## config.mk

```make
export PLATFORM = sky130hd
export DESIGN_NAME = jk_excitation_driver
export DESIGN_NICKNAME = d
export VERILOG_FILES = /design/src/rtl/jk_excitation_driver.sv
export SDC_FILE = /design/constraint.sdc
export NUM_CORES = 1
export LEC_CHECK = 0
export ABC_AREA = 1
export CAP_MARGIN = 20
export CORE_UTILIZATION = 41
export CTS_CLUSTER_DIAMETER = 80
export DETAILED_ROUTE_END_ITERATION = 16
export PLACE_DENSITY = 0.81
export REMOVE_ABC_BUFFERS = 1
export SYNTH_ARGS = -nofsm -noshare
export SYNTH_HDL_FRONTEND = slang
export SYNTH_SLANG_ARGS = --single-unit
```

## constraint.sdc

```tcl
create_clock -name clk -period 1.15 [get_ports clk]
set_input_delay 0.23 -clock clk [delete_from_list [all_inputs] [get_ports clk]]
set_output_delay 0.23 -clock clk [all_outputs]
set_load 0.02 [all_outputs]
```

## src/rtl/jk_excitation_driver.sv

```systemverilog
// Drives a bank of JK flops toward a requested value, checks the feedback and re-drives on mismatch.
// Build option JK_TOGGLE_EN: changing bits are excited with 11 (toggle) instead of set/reset codes.
module jk_excitation_driver #(
  parameter int WIDTH     = 4,
  parameter int MAX_RETRY = 2
) (
  input  logic               clk,
  input  logic               rst,
  input  logic               tgt_valid,
  output logic               tgt_ready,
  input  logic [WIDTH-1:0]   tgt,
  output logic [2*WIDTH-1:0] jk,
  input  logic [WIDTH-1:0]   q_fb,
  output logic               busy,
  output logic               done,
  output logic               err,
  input  logic               err_clr
);

  typedef enum logic [1:0] {IDLE, DRIVE, CHECK} state_t;

  localparam logic [2:0] MAX_R = 3'(MAX_RETRY);

  state_t           state_q;
  logic [WIDTH-1:0] tgt_q, cur_q;
  logic [2:0]       cnt_q;
  logic             err_q;
  logic             match, last;

  function automatic logic [2*WIDTH-1:0] excite(input logic [WIDTH-1:0] c,
                                                input logic [WIDTH-1:0] t);
    logic [2*WIDTH-1:0] r;
    r = '0;
    for (int i = 0; i < WIDTH; i++) begin
`ifdef JK_TOGGLE_EN
      if (c[i] != t[i]) r[2*i +: 2] = 2'b11;
`else
      if (!c[i] && t[i]) r[2*i +: 2] = 2'b10;
      if (c[i] && !t[i]) r[2*i +: 2] = 2'b01;
`endif
    end
    return r;
  endfunction

  assign match     = (q_fb == tgt_q);
  assign last      = (cnt_q == MAX_R);
  // rst gates the handshake and done so an aborted request never reports completion
  assign tgt_ready = ~rst & (state_q == IDLE);
  assign done      = ~rst & (state_q == CHECK) & (match | last);
  assign busy      = (state_q != IDLE);
  assign jk        = (state_q == DRIVE) ? excite(cur_q, tgt_q) : '0;
  assign err       = err_q;

  always_ff @(posedge clk) begin
    if (rst) begin
      state_q <= IDLE;
      tgt_q   <= '0;
      cur_q   <= '0;
      cnt_q   <= '0;
      err_q   <= 1'b0;
    end else begin
      if (err_clr) err_q <= 1'b0;
      unique case (state_q)
        IDLE: if (tgt_valid) begin
          tgt_q   <= tgt;
          cur_q   <= q_fb;
          cnt_q   <= '0;
          state_q <= DRIVE;
        end
        DRIVE: state_q <= CHECK;
        CHECK: begin
          if (match) begin
            state_q <= IDLE;
          end else if (!last) begin
            cnt_q   <= cnt_q + 3'd1;
            cur_q   <= q_fb;
            state_q <= DRIVE;
          end else begin
            // a failing request sets err even when err_clr is high
            err_q   <= 1'b1;
            state_q <= IDLE;
          end
        end
        default: state_q <= IDLE;
      endcase
    end
  end

endmodule

```

Word level (Yosys, flattened, before mapping) --
Cells that the tools add are included.
Storage, ports and cells: bits in registers 14, bits of input ports 12, output and inout bits 12, logic and storage cells 64
Operators by class: $add $sub $neg 1, equality and inequality tests 7, multiplexer cells 25, bitwise logic cells 5, reduce and logical (&&, ||, !) cells 21
Operator list (number):
- $mux 2 | 9
- $mux 4 | 3
- $mux 3 | 3
- $logic_and 1x1->1 | 8
- $logic_not 1->1 | 8
- $mux 8 | 1
- $pmux 4 s2 | 1
- $mux 1 | 6
- $ne 2x2->1 const B | 3
- $pmux 2 s3 | 1
- $pmux 3 s2 | 1
- $eq 4x4->1 | 1
- $reduce_and 4->1 | 1
- $reduce_bool 2->1 | 2
- $add 3x1->3 const B | 1
- $and 1x1->1 | 3
- $eq 3x2->1 const B | 1
- $eq 2x1->1 const B | 1
- $eq 2x2->1 const B | 1
- $logic_not 2->1 | 1
- $reduce_and 2->1 | 1
- $not 1->1 | 1
- $or 1x1->1 | 1

Longest topological paths before layout --
depth after elaboration 5, gate-level depth with buffers 9, mapped depth without buffers 9

Least setup slack after synthesis --
OpenSTA, ideal clock, no wires.
kind reg2out, from register state_q[0], to output jk[1], data arrival time 1.252 ns, required time 0.920 ns, setup slack -0.332 ns, cell stages (with the launch flop) 5, buffers on the path 1, path through dfxtp_1 inv_1 or2_2 buf_2 nor3_1
On the way: longest elaborated chain between the ends 2
RTL lines:
- start: declaration | line 24 | state_t state_q;
- start signal: assignment | line 56 | state_q <= IDLE;
- start signal: assignment | line 68 | state_q <= DRIVE;
- start signal: assignment | line 70 | DRIVE: state_q <= CHECK;
- $eq 2x1->1 | line 51 | assign jk = (state_q == DRIVE) ? excite(cur_q, tgt_q) : '0;
- $mux 8 | line 51
- end: declaration | line 12 | output logic [2*WIDTH-1:0] jk,
No other way between the ends.

Final worst setup path --
from register state_q[0], to output done
On the way: longest elaborated chain between the ends 3
RTL lines:
- $eq 2x2->1 | line 49 | assign done = ~rst & (state_q == CHECK) & (match | last);
- $and 1x1->1 (2 in a row) | line 49
- end: declaration | line 15 | output logic done,
No other way between the ends.

==> impl_metrics.py <==
metrics = {
    "status": {
        "status": "complete, but fails checks",
        "violations": "negative setup slack",
    },
    "yosys": {
        "ys_seq_elements": 14,
        "synth_edf_count": 0,
        "ys_warn_count": 0,
        "syn_area_um2": 823.3,
        "synth_top_family_by_area": "simple AND/OR/NAND/NOR gates",
        "avgSynthCellArea_um2": 7.097,
        "synthCells": 116,
        "synth_compound_gate_area_share_pct": 9.119,
        "synth-xor-area-share_pct": 1.064,
        "synth-async-reset-ratio_pct": 0,
        "ys_types": 22,
        "yosysSeqAreaShare_pct": 34.04,
        "synth-main-ff-cell": "dfxtp_1",
        "synth_mux_area_share_pct": 0,
        "synth_adder_area_share_pct": 3.040,
        "synth_simple_gate_area_share_pct": 43.47,
    },
    "setup_path": {
        "reg2reg_slack_ns": -0.43,
        "reg2regPathDepth": 11,
        "crit_path_end_kind": "output pin",
        "crit_type": "flip-flop to output pin",
        "worstPathRequired_ns": 0.92,
        "reg2reg_from": "cnt_q[0]$_SDFFE_PP0P_",
        "r2r-end": "cnt_q[0]$_SDFFE_PP0P_",
        "cp_data_arrival_time_ns": 1.40,
        "crit_path_max_fanout": 4,
        "crit_path_start_kind": "flip-flop",
    },
    "floorplan": {
        "fp.dieH_um": 46.81,
        "die_area_um2": 2191,
        "coreArea_um2": 1802,
        "initial_core_util_pct": 45.69,
        "num_rows": 15,
        "io_pins": 24,
        "die_x_um": 46.81,
    },
    "route": {
        "post_drt_wl_per_cell_um": 16.17,
        "vias": 1047,
        "drtPass1Iterations": 4,
        "via_per_inst": 5.209,
        "drt_iter0_markers": 13,
        "routed_wl_um": 3250,
        "drc_errors": 0,
        "drt.antenna.violating_nets": 0,
    },
    "place": {
        "placed_cells": 187,
        "place_area_um2": 1262,
        "dp_hpwl_um": 1679,
        "gp_congestion": 0.8054,
        "io_buffer_count": 23,
    },
    "clock_tree": {
        "root_buffer": "clkbuf_4",
        "clockBufferDepth": 2,
        "cts_tree": "done",
        "h-tree-depth": 1,
        "cts.sinks": 14,
        "clk_latency_ns": 0.30,
        "clkTransAtPathRegs_ns": 0.09,
        "cts-buffers-inserted": 3,
    },
    "cells_and_area": {
        "n_fill_cell": 95,
        "drive_gt1_share_pct": 69.89,
        "final_cell_area_um2": 1562,
        "nets": 192,
        "syn2layout_area_growth_pct": 89.67,
        "final_cell_count_no_fill": 201,
        "antennaDiodeCount": 0,
    },
    "grt": {
        "grt_pass1_wl_um": 4291,
        "grt_usage_pct": 29.68,
        "grt_max_degree": 10,
        "grt-ovfl-total": 0,
        "antenna_found_initial": 0,
        "grt_pass1_vias": 964,
    },
    "hold_path": {
        "hold_path_depth": 2,
        "hold_end": "err$_SDFF_PP0_",
        "worstHoldPathType": "flip-flop to flip-flop",
        "holdCritStartpoint": "err$_SDFF_PP0_",
    },
    "sta": {
        "hold_ws_ns": 0.5178,
        "setup_violations": 24,
        "max_freq_mhz": 614.0,
        "fin_crit_ns": 1.629,
        "tightest_slew_ns": 0.3240,
        "drv_slew": 0,
        "rsz0062_at_grt": "true",
        "worst_clock_skew_ns": 0.006018,
        "finalWorstSetupSlack_ns": -0.4787,
        "final_hold_viol_count": 0,
        "period_share_pct": 141.6,
        "max_slew_margin_pct": 78.28,
    },
    "power": {
        "ir_drop_v": 0.0007414,
        "p_leak_nw": 0.7113,
        "p_per_area_nw_per_um2": 972.1,
        "p_total_mw": 1.518,
    },
    "job": {
        "drv_cap": 0,
    },
}
==> flip-flops by register name, indices dropped and copies added (netlist names) <==
| signal | flops |
|---|---|
| state_q | 2 |
| cur_q | 4 |
| cnt_q | 3 |
| tgt_q | 4 |
| err | 1 |
==> critical path: stages, from the launching register on <==
cell and delay [ns]:
dfxtp_2 0.33, inv_2 0.07, buf_4 0.11, nand2_2 0.07
inv_4 0.10, nand2_2 0.09, a21oi_4 0.19, buf_6 0.14
==> synth_stat cells, types with 2 or more instances <==
| cell | instances | share of area, % |
|---|---|---|
| nand2_1 | 25 | 11 |
| nor2_4 | 2 | 2.7 |
| nor2_1 | 7 | 3.2 |
| or2_2 | 2 | 1.5 |
| buf_2 | 2 | 1.2 |
| nor3_1 | 4 | 2.4 |
| o21ai_0 | 4 | 2.4 |
| inv_1 | 14 | 6.4 |
| a21oi_1 | 6 | 3.6 |
| nor2_2 | 13 | 9.9 |
| nand3_1 | 7 | 4.3 |
| dfxtp_1 | 14 | 34 |
| ha_1 | 2 | 3.0 |
| nand2_2 | 5 | 3.8 |
| inv_2 | 2 | 0.91 |
==> worst max-delay path by stage <==
stage | start | end | slack [ns] | depth (start not counted)
2_1_floorplan | cnt_q[0]$_SDFFE_PP0P_ | done | -0.29 | 6
3_3_place_gp | q_fb[1] | done | -0.95 | 8
3_5_place_dp | q_fb[1] | done | -1.02 | 8
4_1_cts | cnt_q[0]$_SDFFE_PP0P_ | done | -0.39 | 7
5_1_grt | state_q[0]$_SDFFE_PP0N_ | done | -0.53 | 7
6_report | state_q[0]$_SDFFE_PP0N_ | done | -0.48 | 7
==> layout make-up <==
type / count / area (µm²) / share of cell area [%]
repair buffers: 57 / 493.0 / 31.57
clock buffers: 3 / 22.52 / 1.442
flip-flops and latches: 14 / 290.3 / 18.59
well taps: 25 / 31.28 / 2.003
multi-input cells: 84 / 636.9 / 40.79
repair inverters: 1 / 5.005 / 0.3205
inverters: 17 / 82.58 / 5.288
==> routing by layer <==
layer / GRT usage, % / vias to the layer above / share of wire [%]
met2: 50.00 / 56 / 50
met4: 20.00 / 0 / 5.1
met5: 0 / - / 0
met3: 8.462 / 14 / 7.8
met1: 32.24 / 492 / 37
li1: - / 485 / -
==> logic make-up after synthesis <==
logic type	after synthesis
XOR/XNOR	1
buffers and inverters	19
adder cells (fa/ha/maj)	2
flip-flops	14
AND/OR/NAND/NOR	68
AO/OA/AOI/OAI	12
==> placed cells by master, fill, tap and decap left out, drive strengths merged <==
| master | synthesis | routed |
|---|---|---|
| ha | 2 | 2 |
| inv | 17 | 15 |
| clkdlybuf4s50 | 0 | 7 |
| or2 | 2 | 3 |
| clkbuf | 0 | 3 |
| nand2 | 31 | 31 |
| dfxtp | 14 | 14 |
| buf | 2 | 46 |
| nand4 | 1 | 1 |
| clkinv | 0 | 1 |
| clkinvlp | 0 | 2 |
| o21ai | 5 | 5 |
| a21oi | 7 | 7 |
| nor2 | 22 | 22 |
| xor2 | 1 | 1 |
| dlygate4sd2 | 0 | 4 |
| nor3 | 4 | 4 |
| nand3 | 8 | 8 |
==> timing repair <==
action	in CTS	in global routing
hold buffers	0	0
pin swaps	11	15
buffers inserted	8	4
resized for setup	104	40
setup endpoints to repair	24	25
endpoints found under the hold margin	0	0
cloned	1	1
==> power breakdown <==
group	leakage [nW]	switching, mW	internal (mW)
sequential	0.118	0.0361	0.531
combinational	0.579	0.342	0.308
clock	0.0138	0.178	0.122
total	0.711	0.556	0.962
==> per-stage QoR <==
step	utilization, %	worst slack, ns	setup TNS, ns
2_1_floorplan	-	-0.2907	-2.497
3_3_place_gp	70.07	-0.9550	-11.40
3_5_place_dp	70.07	-1.018	-12.52
4_1_cts	78.19	-0.3908	-5.251
5_1_grt	86.67	-0.5284	-8.390
6_report	86.67	-0.4787	-7.317
(Power assumes the default switching activity.)
